[config.mk]
export PLATFORM = sky130hd
export DESIGN_NAME = meeting_megaphone_animator
export DESIGN_NICKNAME = d
export VERILOG_FILES = /design/src/rtl/meeting_megaphone_animator.sv
export SDC_FILE = /design/constraint.sdc
export NUM_CORES = 1
export LEC_CHECK = 0
export BUFFER_PORTS_ARGS = -buffer_cell sky130_fd_sc_hd__clkbuf_2
export CELL_PAD_IN_SITES_DETAIL_PLACEMENT = 0
export CELL_PAD_IN_SITES_GLOBAL_PLACEMENT = 1
export CORE_ASPECT_RATIO = 0.9
export CORE_MARGIN = 3
export CORE_UTILIZATION = 40
export DETAILED_ROUTE_END_ITERATION = 8
export GPL_ROUTABILITY_DRIVEN = 0
export PLACE_DENSITY = 0.9
export SETUP_SLACK_MARGIN = 0.02
export SYNTH_ARGS = -nofsm -noshare
export SYNTH_HDL_FRONTEND = slang
export SYNTH_SLANG_ARGS = --single-unit
[constraint.sdc]
create_clock -name Clk -period 3.05 [get_ports Clk]
set_input_delay 0.1525 -clock Clk [delete_from_list [all_inputs] [get_ports Clk]]
set_output_delay 0.1525 -clock Clk [all_outputs]
set_load 0.005 [all_outputs]
[src/rtl/meeting_megaphone_animator.sv]
// rtl/meeting_megaphone_animator.sv - megaphone sprite slide-in/hold/slide-out animator with ROM addressing
// Optional build macro MEGAPHONE_BLINK_EN: blink the sprite every 8 frames while held.
module meeting_megaphone_animator #(
    parameter int SPR_W       = 64,
    parameter int SPR_H       = 64,
    parameter int SCREEN_W    = 640,
    parameter int Y_POS       = 208,
    parameter int X_HOLD      = 288,
    parameter int SLIDE_STEP  = 8,
    parameter int HOLD_FRAMES = 120
) (
    input  logic        Clk,
    input  logic        Reset_n,
    input  logic        frame_start,
    input  logic        meeting_trig,
    input  logic [9:0]  DrawX,
    input  logic [9:0]  DrawY,
    input  logic [2:0]  megaphone_out,
    output logic [18:0] read_address,
    output logic [2:0]  pix_color,
    output logic        pix_valid,
    output logic        busy,
    output logic        done
);

    localparam int CW     = $clog2(SPR_W);
    localparam int RW     = $clog2(SPR_H);
    localparam int HCW_MIN = $clog2(HOLD_FRAMES);
    // At least 4 bits so the blink phase bit always exists.
    localparam int HCW    = (HCW_MIN > 4) ? HCW_MIN : 4;

    localparam logic signed [10:0] X_START  = 11'(-SPR_W);
    localparam logic signed [10:0] X_HOLD_S = 11'(X_HOLD);
    localparam logic signed [10:0] X_END_S  = 11'(SCREEN_W);
    localparam logic signed [10:0] STEP_S   = 11'(SLIDE_STEP);
    localparam logic signed [10:0] SPR_W_S  = 11'(SPR_W);
    localparam logic signed [10:0] SPR_H_S  = 11'(SPR_H);
    localparam logic signed [10:0] Y_POS_S  = 11'(Y_POS);
    localparam logic [HCW-1:0]     HOLD_LAST = HCW'(HOLD_FRAMES - 1);

    typedef enum logic [1:0] {
        IDLE      = 2'd0,
        SLIDE_IN  = 2'd1,
        HOLD      = 2'd2,
        SLIDE_OUT = 2'd3
    } state_t;

    state_t                  state_q, state_d;
    logic signed [10:0]      spr_x_q, spr_x_d;
    logic signed [10:0]      spr_x_step;
    logic [HCW-1:0]          hold_cnt_q, hold_cnt_d;
    logic                    done_q, done_d;
    logic [2:0]              pix_color_q, pix_color_d;
    logic                    pix_valid_q, pix_valid_d;

    logic signed [10:0]      col;
    logic signed [10:0]      row;
    logic                    in_box;
    logic                    vis;
    logic                    show;
    logic [RW+CW-1:0]        addr_raw;

    assign spr_x_step = spr_x_q + STEP_S;

    // Position only moves on frame_start so a frame is never drawn with two positions.
    always_comb begin
        state_d    = state_q;
        spr_x_d    = spr_x_q;
        hold_cnt_d = hold_cnt_q;
        done_d     = 1'b0;
        case (state_q)
            IDLE: begin
                if (meeting_trig) begin
                    state_d = SLIDE_IN;
                    spr_x_d = X_START;
                end
            end
            SLIDE_IN: begin
                if (frame_start) begin
                    if (spr_x_step >= X_HOLD_S) begin
                        spr_x_d    = X_HOLD_S;
                        hold_cnt_d = '0;
                        state_d    = HOLD;
                    end else begin
                        spr_x_d = spr_x_step;
                    end
                end
            end
            HOLD: begin
                if (meeting_trig) begin
                    hold_cnt_d = '0;
                end else if (frame_start) begin
                    if (hold_cnt_q == HOLD_LAST) begin
                        state_d = SLIDE_OUT;
                    end else begin
                        hold_cnt_d = hold_cnt_q + HCW'(1);
                    end
                end
            end
            SLIDE_OUT: begin
                if (frame_start) begin
                    if (spr_x_step >= X_END_S) begin
                        spr_x_d = X_START;
                        state_d = IDLE;
                        done_d  = 1'b1;
                    end else begin
                        spr_x_d = spr_x_step;
                    end
                end
            end
            default: begin
                state_d = IDLE;
                spr_x_d = X_START;
            end
        endcase
    end

    assign col      = $signed({1'b0, DrawX}) - spr_x_q;
    assign row      = $signed({1'b0, DrawY}) - Y_POS_S;
    assign in_box   = !col[10] && (col < SPR_W_S) && !row[10] && (row < SPR_H_S);
    assign addr_raw = {row[RW-1:0], col[CW-1:0]};
    assign read_address = in_box ? 19'(addr_raw) : 19'd0;

`ifdef MEGAPHONE_BLINK_EN
    assign vis = (state_q == HOLD) ? ~hold_cnt_q[3] : 1'b1;
`else
    assign vis = 1'b1;
`endif

    assign show        = in_box && (state_q != IDLE) && vis;
    assign pix_color_d = show ? megaphone_out : 3'd0;
    assign pix_valid_d = show && (megaphone_out != 3'd0);

    always_ff @(posedge Clk or negedge Reset_n) begin
        if (!Reset_n) begin
            state_q     <= IDLE;
            spr_x_q     <= X_START;
            hold_cnt_q  <= '0;
            done_q      <= 1'b0;
            pix_color_q <= 3'd0;
            pix_valid_q <= 1'b0;
        end else begin
            state_q     <= state_d;
            spr_x_q     <= spr_x_d;
            hold_cnt_q  <= hold_cnt_d;
            done_q      <= done_d;
            pix_color_q <= pix_color_d;
            pix_valid_q <= pix_valid_d;
        end
    end

    assign pix_color = pix_color_q;
    assign pix_valid = pix_valid_q;
    assign busy      = (state_q != IDLE);
    assign done      = done_q;

endmodule

==> results.toml, run 1 <==
[setup_path]
path_max_fanout = 11
r2r-start = "spr_x_q[5]"
r2r_cells = 11
worst_ep_arrival_time_ns = 2.69
end_kind = "output pin"
crit_type = "flip-flop to output pin"
cp-start-kind = "flip-flop"
ff2ff_setup_slack_ns = 0.52
required_ns = 2.90
r2r_end = "pix_valid"

[finish]
fin_util_pct = 50.99
area_delta_synth_final_pct = 17.50
nets = 361
final_common_cell = "clkbuf_2"
fin_cells = 381
most-common-layout-cells = "44 x clkbuf_2, 26 x inv_1, 26 x nand2_1, 21 x nor2_1"
layout-drive-gt1-share_pct = 25.32
diodes = 0

[logic_synthesis]
synth-seq-cells = 22
yosysUniqueCellTypes = 65
ys.flop_type = "dfrtp_1"
ys_async_sr_fraction_pct = 100.0
syn_avg_cell_area_um2 = 8.156
synth_warnings = 0
ys_seq_area_share_pct = 25.28
synthCells = 270
netlist_area_mm2 = 0.002202
synth-edff-count = 0

[die]
initial_core_util_pct = 43.39
die_h_um = 76.39
die_w_um = 84.21
core_area_mm2 = 0.005075
pin_count = 52
die-area_mm2 = 0.006433
num_rows = 24

[detailed_routing]
detail_route.first_pass.iterations = 4
wl_per_cell_um = 14.16
viasPerCell = 5.480
drtIter0Drc = 145
routed_wl_mm = 5.395
via_count = 2088
ant_nets = 0
drc = 0

[cts]
cts-root-buf = "clkbuf_8"
ctsHtreeMaxLevel = 1
cts_tree = "built"
clockBufferDepth = 2
clk_pin_slew_ns = 0.08
numCtsBuffers = 3
clk_latency_ns = 0.26
clock_sinks = 22

[min_path]
holdCritStartpoint = "megaphone_out[0]"
hold_depth = 3
min_to = "pix_color[0]"
hold_class = "input pin to flip-flop"

[placement]
io_buffers = 44
dpl_worst_slack_ns = 0.4335
dp_cells = 374
dpl.hpwl_mm = 4.108

[power]
power_mw = 1.533
p_leak_nw = 1.158
powerDensity_mw_per_mm2 = 592.4
vdd_drop_max_mv = 0.2899

[timing]
setup_violations = 0
rsz0062_at_grt = "no"
tightest_slew_ns = 0.5609
fin_skew_ns = 0.004164
finalMaxSlewViolations = 0
fin_ws_ns = 0.2049
clock.fmax_mhz = 351.5
max_slew_margin_pct = 62.60
tns_ns = 0
finalCritPeriodShare_pct = 93.28
hold_viol_final = 0
fin_crit_ns = 2.845

[global_route]
antenna_found_initial = 0
grt-ovfl-total = 0
grt_max_degree = 23
grt.total_usage_pct = 16.58
grt_pass1_wl_mm = 9.066
grt_pass1_vias = 1872

[status]
status = "finished clean"

[run]
drv_cap = 0
## worst max path at each step
stage	start	endpoint	slack, ns	cells past startpoint
2_1_floorplan	spr_x_q[7]	read_address[2]	0.71	9
3_3_place_gp	spr_x_q[3]	read_address[11]	0.50	8
3_5_place_dp	spr_x_q[3]	read_address[5]	0.43	8
4_1_cts	spr_x_q[3]	read_address[5]	0.12	8
5_1_grt	spr_x_q[3]	read_address[6]	0.02	9
6_report	spr_x_q[8]	read_address[5]	0.20	9
## sequential cells by signal, summed over array words and instances (netlist names)
name and flops:
state_q 2, pix_color 3, done 1, pix_valid 1, hold_cnt_q 7, spr_x_q 8
## final cells by class
type / count / area (um^2)
repair buffers: 51 / 287.8
clock inverters: 1 / 30.03
clock buffers: 3 / 41.29
flip-flops and latches: 22 / 558.0
multi-input cells: 213 / 1491
inverters: 26 / 97.59
fillers: 492 / 2487
well taps: 65 / 81.33
## metal layers
metal / track usage, % / vias to the layer above / routed length (um)
li1: - / 1075 / -
met1: 25.80 / 962 / 2730
met2: 24.21 / 47 / 2371
met3: 2.595 / 4 / 252
met4: 2.733 / 0 / 40
met5: 0 / - / 0
## synthesized netlist by cell type (all sizes together) (3+ instances only)
master | count | area [um^2]
o31ai | 4 | 35.03
nor3 | 6 | 41.29
xor2 | 3 | 26.28
a32oi | 3 | 26.28
a31oi | 5 | 37.53
nor4b | 6 | 52.55
dfrtp | 17 | 425.4
dfstp | 5 | 131.4
or3 | 4 | 25.02
ha | 17 | 212.7
and2 | 3 | 18.77
clkbuf | 3 | 11.26
nand2b | 4 | 32.53
nand2 | 26 | 97.59
nand3 | 10 | 55.05
o22ai | 6 | 37.54
o21ai | 17 | 96.35
xnor2 | 3 | 26.28
nor2 | 21 | 78.83
inv | 26 | 97.59
nor4 | 10 | 68.81
a21oi | 18 | 93.84
buf | 13 | 96.34
## report_power, final
group          leakage [nW]  internal [mW]  switching [mW]
sequential            0.282          0.344          0.0612
combinational         0.841          0.339           0.515
clock                0.0357          0.175          0.0981
## logic make-up (layout without fill, tap and decap cells)
group | after synthesis | after routing | synth area share, %
AOI/OAI and AO/OA | 77 | 77 | 26.19
xor gates and xnor gates | 6 | 6 | 2.387
adders and majority gates | 17 | 17 | 9.659
buffers and inverters | 42 | 81 | 9.318
DFF | 22 | 22 | 25.28
muxes | 2 | 2 | 0.9659
other | 2 | 9 | 0.3410
and+or+nand+nor | 102 | 102 | 25.85
## what timing repair did
action,CTS,global route
hold endpoints to repair,17,0
endpoints found under the setup margin,0,12
hold buffers,1,0
resized for setup,0,5
setup buffers,0,2
## metrics by stage
step                      hold WS, ns  instance area (um^2)
final                          0.1059                  2587
after global routing          0.09630                  2587
after CTS                     0.09576                  2534
after detailed placement       0.1766                  2452
after global placement         0.1683                  2452
after floorplan               -0.1431                  2228
## critical path, stage by stage (launching register included)
cell and delay (ns):
dfstp_2 0.61, inv_1 0.09, ha_1 0.36, a21oi_1 0.17
nor2_1 0.07, a311oi_2 0.35, o21ai_1 0.14, buf_4 0.20
nor4_1 0.27, clkbuf_2 0.17
Power figures use the tool's default switching activity.
==> run 2, diff against run 1 <==
--- a/config.mk
+++ b/config.mk
@@ -11,8 +11,8 @@
 export CORE_ASPECT_RATIO = 0.9
 export CORE_MARGIN = 3
-export CORE_UTILIZATION = 40
+export CORE_UTILIZATION = 25
 export DETAILED_ROUTE_END_ITERATION = 8
 export GPL_ROUTABILITY_DRIVEN = 0
-export PLACE_DENSITY = 0.9
+export PLACE_DENSITY = 0.64
 export SETUP_SLACK_MARGIN = 0.02
 export SYNTH_ARGS = -nofsm -noshare
==> constraint.sdc (replaced) <==
create_clock -name Clk -period 3.05 [get_ports Clk]
set_input_delay 0.1525 -clock Clk [delete_from_list [all_inputs] [get_ports Clk]]
set_output_delay 0.1525 -clock Clk [all_outputs]
set_load 0.1 [all_outputs]
==> run 2 against run 1 <==
Against the previous run:
- register-to-register slack about the same
- clock-buffer cell count stayed put
- utilization down 13 points
==> results.toml, run 2 (same netlist as run 1, synthesis figures left out) <==
[timing]
hold_ws_ns = 0.09819
tns_ns = 0
rsz0062_at_grt = "yes"
tightest_slew_ns = 0.6021
hold_viol_final = 0
setup_violations = 0
fin_ws_ns = 0.1770
finalCritPeriodShare_pct = 94.20
fin_skew_ns = 0.006635
max_slew_margin_pct = 59.86
finalMaxSlewViolations = 0
fin_crit_ns = 2.873
clock.fmax_mhz = 348.1

[detailed_routing]
detail_route.first_pass.iterations = 4
ant_nets = 0
viasPerCell = 4.890
via_count = 2137
routed_wl_mm = 6.246
drtIter0Drc = 137
wl_per_cell_um = 14.29
drc = 0

[cts]
clock_sinks = 22
cts_tree = "built"
clk_latency_ns = 0.27
clockBufferDepth = 2
numCtsBuffers = 3
ctsHtreeMaxLevel = 1
clk_pin_slew_ns = 0.09
cts-root-buf = "clkbuf_8"

[power]
p_leak_nw = 1.276
powerDensity_mw_per_mm2 = 555.6
vdd_drop_max_mv = 0.3344

[min_path]
hold_class = "input pin to flip-flop"
hold_depth = 3

[finish]
nets = 367
largest_reg_flops = 8
most-common-layout-cells = "32 x clkbuf_2, 26 x nand2_1, 24 x inv_1, 21 x nor2_1, 16 x a21oi_1"
final_common_cell = "clkbuf_2"
layout-drive-gt1-share_pct = 33.54
regMostFlops = "spr_x_q"
diodes = 0
area_delta_synth_final_pct = 43.24

[placement]
dpl_worst_slack_ns = 0.08470
io_buffers = 44
dpl.hpwl_mm = 4.761

[global_route]
met1_usage_pct = 18.20
grt.total_usage_pct = 12.45
busiest_layer = "met2"
antenna_found_initial = 0
grt_pass1_vias = 1957
grt_pass1_wl_mm = 10.16
grt_max_degree = 23
grt_util_met3_pct = 1.760
grt-ovfl-total = 0
gr-usage-met2_pct = 20.09

[die]
die-area_mm2 = 0.009972
die_w_um = 104.9
initial_core_util_pct = 26.53
num_rows = 31
pin_count = 52
core_area_mm2 = 0.008300
die_h_um = 95.04

[setup_path]
crit_cells = 10
r2r_cells = 8
cp-start-kind = "flip-flop"
crit_type = "flip-flop to output pin"
slowest_delay_ns = 0.44
required_ns = 2.90
path_max_fanout = 7
crit_family = "simple AND/OR/NAND/NOR gates"
cp_cell_sequence = "inv_1, ha_4, o21a_1, nor2_1, o31ai_2, and4b_4, nor3_4, buf_4, nor4b_4, buf_12"
worst_ep_arrival_time_ns = 2.72
critPathBufInv = 3
end_kind = "output pin"
worst_path_max_delay_cell = "dfrtp_2"

[status]
status = "finished clean"

[run]
drv_cap = 0
[run 2: cell types whose count changed in the layout (fill, tap and decap cells not counted), moves of 6 or more]
cell	change
clkbuf_2	-12
nor4_1	-6
buf_12	+14
nor4_4	+6
nor4b_4	+6
[run 2: worst paths after layout]
path	to	start	slack [ns]
setup / recovery	read_address[7]	spr_x_q[5]	0.18
hold / removal	pix_color[0]	megaphone_out[0]	0.1
setup reg to reg	state_q[1]	spr_x_q[4]	0.51
hold reg to reg	hold_cnt_q[0]	hold_cnt_q[0]	0.52
max in group asynchronous	spr_x_q[3]	Reset_n	2.21
min in group asynchronous	hold_cnt_q[4]	Reset_n	0.41
[run 2: timing repair]
| action | in CTS | in global routing |
|---|---|---|
| hold buffers | 1 | 0 |
| endpoints found under the setup margin | 12 | 12 |
| resized for setup | 4 | 8 |
| hold endpoints to repair | 17 | 0 |
| pin swaps | 0 | 6 |
| buffers inserted | 2 | 7 |
[run 2: where the power goes]
part           internal [mW]  leakage [nW]  switching (mW)
logic                  0.379         0.961           0.685
registers              0.345         0.278          0.0561
clock network          0.176        0.0357           0.111
total                  0.900          1.28           0.853
[run 2: layer usage]
metal  part of all wire, %  up-vias
li1                      -     1082
met1                    49     1015
met2                    47       38
met3                   3.2        2
met4                  0.43        0
met5                     0        -
[run 2: area by class of cell]
type | instances | area, um^2
Inverter | 26 | 97.59
Tap cell | 115 | 143.9
Fill cell | 843 | 5146
Timing Repair Buffer | 57 | 538.0
Multi-Input combinational cell | 213 | 1743
Clock buffer | 3 | 41.29
Sequential cell | 22 | 560.5
Clock inverter | 1 | 30.03
[run 2: metrics by stage]
step | instances | util (%) | area, um^2 | total power [mW]
after detailed placement | 423 | 34.76 | 2885 | 1.404
after floorplan | 277 | - | 2436 | 1.201
after global routing | 437 | 38.00 | 3154 | 1.905
after global placement | 423 | 34.76 | 2885 | 1.404
after CTS | 430 | 36.36 | 3018 | 1.712
final | 437 | 38.00 | 3154 | 1.752
[run 2: worst min-delay path, delay by kind of cell]
| kind | cells | cell delay [ns] |
|---|---|---|
| buffers and inverters | 1 | 0.09 |
| and+or+nand+nor | 2 | 0.10 |
==> run 3, diff against run 2 <==
ABC_AREA = 1   (was unset)
PLACE_DENSITY = 0.66   (was 0.64)
==> run 3 against run 2 <==
Against the previous run:
- fmax is 2.6% higher
- setup slack better by 0.073 ns
- sequential share of layout area is 2.9 points higher
- routed wire length is 11% lower
- critical path type unchanged
- highest routed layer unchanged
==> results.toml, run 3 <==
[setup_path]
crit_type = "flip-flop to output pin"
end_kind = "output pin"
required_ns = 2.90
cp_cell_sequence = "inv_1, ha_1, nand2_1, inv_1, a21oi_1, nand3_1, nand2_1, nand2_1, nor2_2, nand3_2, nor2_1, buf_4"
worst_ep_arrival_time_ns = 2.65
path_max_fanout = 12
worst_path_max_delay_cell = "dfstp_2"
cpMostUsedCell = "nand2_1"
cp-start-kind = "flip-flop"
slowest_delay_ns = 0.57
ff2ff_setup_slack_ns = 0.93

[die]
die_h_um = 96.64
core_area_mm2 = 0.008728
die-area_mm2 = 0.01031
initial_core_util_pct = 26.15
die_w_um = 106.7
num_rows = 32
pin_count = 52

[timing]
tightest_slew_ns = 0.6077
max_slew_margin_pct = 59.48
hold_viol_final = 0
setup_violations = 0
fin_skew_ns = 0.002967
finalCritPeriodShare_pct = 91.79
fin_ws_ns = 0.2505
rsz0062_at_grt = "no"
fin_crit_ns = 2.800
hold_ws_ns = 0.08014
finalMaxSlewViolations = 0
clock.fmax_mhz = 357.2

[min_path]
hold_class = "input pin to flip-flop"

[finish]
largest_reg_flops = 8
nets = 436
area_delta_synth_final_pct = 18.04
most-common-layout-cells = "102 x nand2_1, 60 x inv_1, 34 x nor2_1, 32 x clkbuf_2, 24 x nand3_1"
layout-drive-gt1-share_pct = 22.76
diodes = 0
fin_util_pct = 30.86
regMostFlops = "spr_x_q"
fin_area_mm2 = 0.002694
final_common_cell = "nand2_1"

[detailed_routing]
wl_per_cell_um = 10.90
drc = 0
via_count = 2090
drtIter0Drc = 109
ant_nets = 0
viasPerCell = 4.098
detail_route.first_pass.iterations = 4
routed_wl_mm = 5.561

[cts]
clk_latency_ns = 0.27
numCtsBuffers = 3
clock_sinks = 22
cts_tree = "built"
post_cts_buffers = 0
clk_pin_slew_ns = 0.09
clockBufferDepth = 2
ctsHtreeMaxLevel = 1
cts-root-buf = "clkbuf_8"

[placement]
io_buffers = 44
dpl.hpwl_mm = 4.645
dpl_worst_slack_ns = 0.5337
dpl-instance-area_mm2 = 0.002609

[power]
pwr-share-clk_pct = 14.6
sw_frac_of_total_pct = 53.13
p_switching_mw = 1.016
vdd_drop_max_mv = 0.2109
internal_power_mw = 0.8964
powerDensity_mw_per_mm2 = 709.9
p_leak_nw = 1.523
seq_power_share_pct = 22.0
pwr-share-comb_pct = 63.4
power_mw = 1.912

[logic_synthesis]
synth_area_leaders = "dfrtp_1 19%, nand2_1 17%, inv_1 9.9%"
yosysUniqueCellTypes = 31
synth-seq-cells = 22
syn_avg_cell_area_um2 = 6.615
synth_most_common_cell = "nand2_1"
synth_warnings = 0
yosysTopAreaCell = "dfrtp_1"
ys_async_sr_fraction_pct = 100.0
synth_common_cells = "102 x nand2_1, 60 x inv_1, 34 x nor2_1"
netlist_area_mm2 = 0.002282
ys_seq_area_share_pct = 24.40
synthDominantCellAreaShare_pct = 18.64
synth-edff-count = 0
ys.flop_type = "dfrtp_1"
synthCells = 345

[global_route]
grt_pass1_vias = 2054
grt_max_degree = 23
grt_pass1_wl_mm = 9.632
grt.total_usage_pct = 11.16
antenna_found_initial = 0
grt-ovfl-total = 0

[run]
drv_cap = 0

[status]
status = "finished clean"
==> run 3: metal layers <==
metal	global-route usage (%)	part of all wire, %	vias to the layer above
li1	-	-	1140
met1	16.22	50	921
met2	17.91	47	27
met3	1.668	2.9	2
met4	1.475	0.36	0
met5	0	0	-
==> run 3: final cells by class <==
cell class | count | area (um^2)
fillers | 995 | 6035
multi-input cells | 257 | 1413
flip-flops and latches | 22 | 556.8
repair buffers | 46 | 271.5
inverters | 62 | 232.7
well taps | 119 | 148.9
clock buffers | 3 | 41.29
clock inverters | 1 | 30.03
==> run 3: logic make-up after synthesis <==
logic type	after synthesis	share of synthesized area [%]
simple gates	204	42.87
xor+xnor	5	1.919
flops	22	24.40
other cells	2	0.3291
buf+inv	73	14.86
compound gates	22	6.305
fa+ha+maj	17	9.320
==> run 3: what timing repair did <==
action / in CTS / in global routing
hold endpoints to repair: 17 / 0
endpoints found under the setup margin: 0 / 1
hold buffers: 1 / 0
resized for setup: 0 / 1
==> run 3: per-stage QoR <==
stage | setup TNS, ns | std cells
finish | 0 | 510
floorplan | -0.9912 | 352
global route | 0 | 510
detailed placement | 0 | 505
global placement | 0 | 505
CTS | 0 | 510
==> run 3: critical path: cells and delay by family (launching register included) <==
kind / cells / cell delay (ns)
flip-flops: 1 / 0.57
adder cells (fa/ha/maj): 1 / 0.33
AO/OA/AOI/OAI: 1 / 0.18
AND/OR/NAND/NOR: 7 / 0.85
buffers and inverters: 3 / 0.43
==> run 3: final timing paths <==
| path | to | cells after the start | startpoint |
|---|---|---|---|
| worst max-delay path | read_address[11] | 12 | spr_x_q[6] |
| worst min-delay path | pix_color[0] | 3 | megaphone_out[0] |
| worst max register to register | pix_color[2] | 11 | spr_x_q[6] |
| worst min register to register | hold_cnt_q[1] | 2 | hold_cnt_q[1] |
| max in group asynchronous | state_q[0] | 2 | Reset_n |
| min in group asynchronous | hold_cnt_q[3] | 2 | Reset_n |
==> run 3: power groups by stage <==
stage,clock network [mW],logic (mW),registers [mW]
floorplan,0,1.03,0.416
global placement,0,1.22,0.427
detailed placement,0,1.22,0.426
CTS,0.291,1.22,0.421
global route,0.302,1.38,0.430
finish,0.279,1.21,0.420
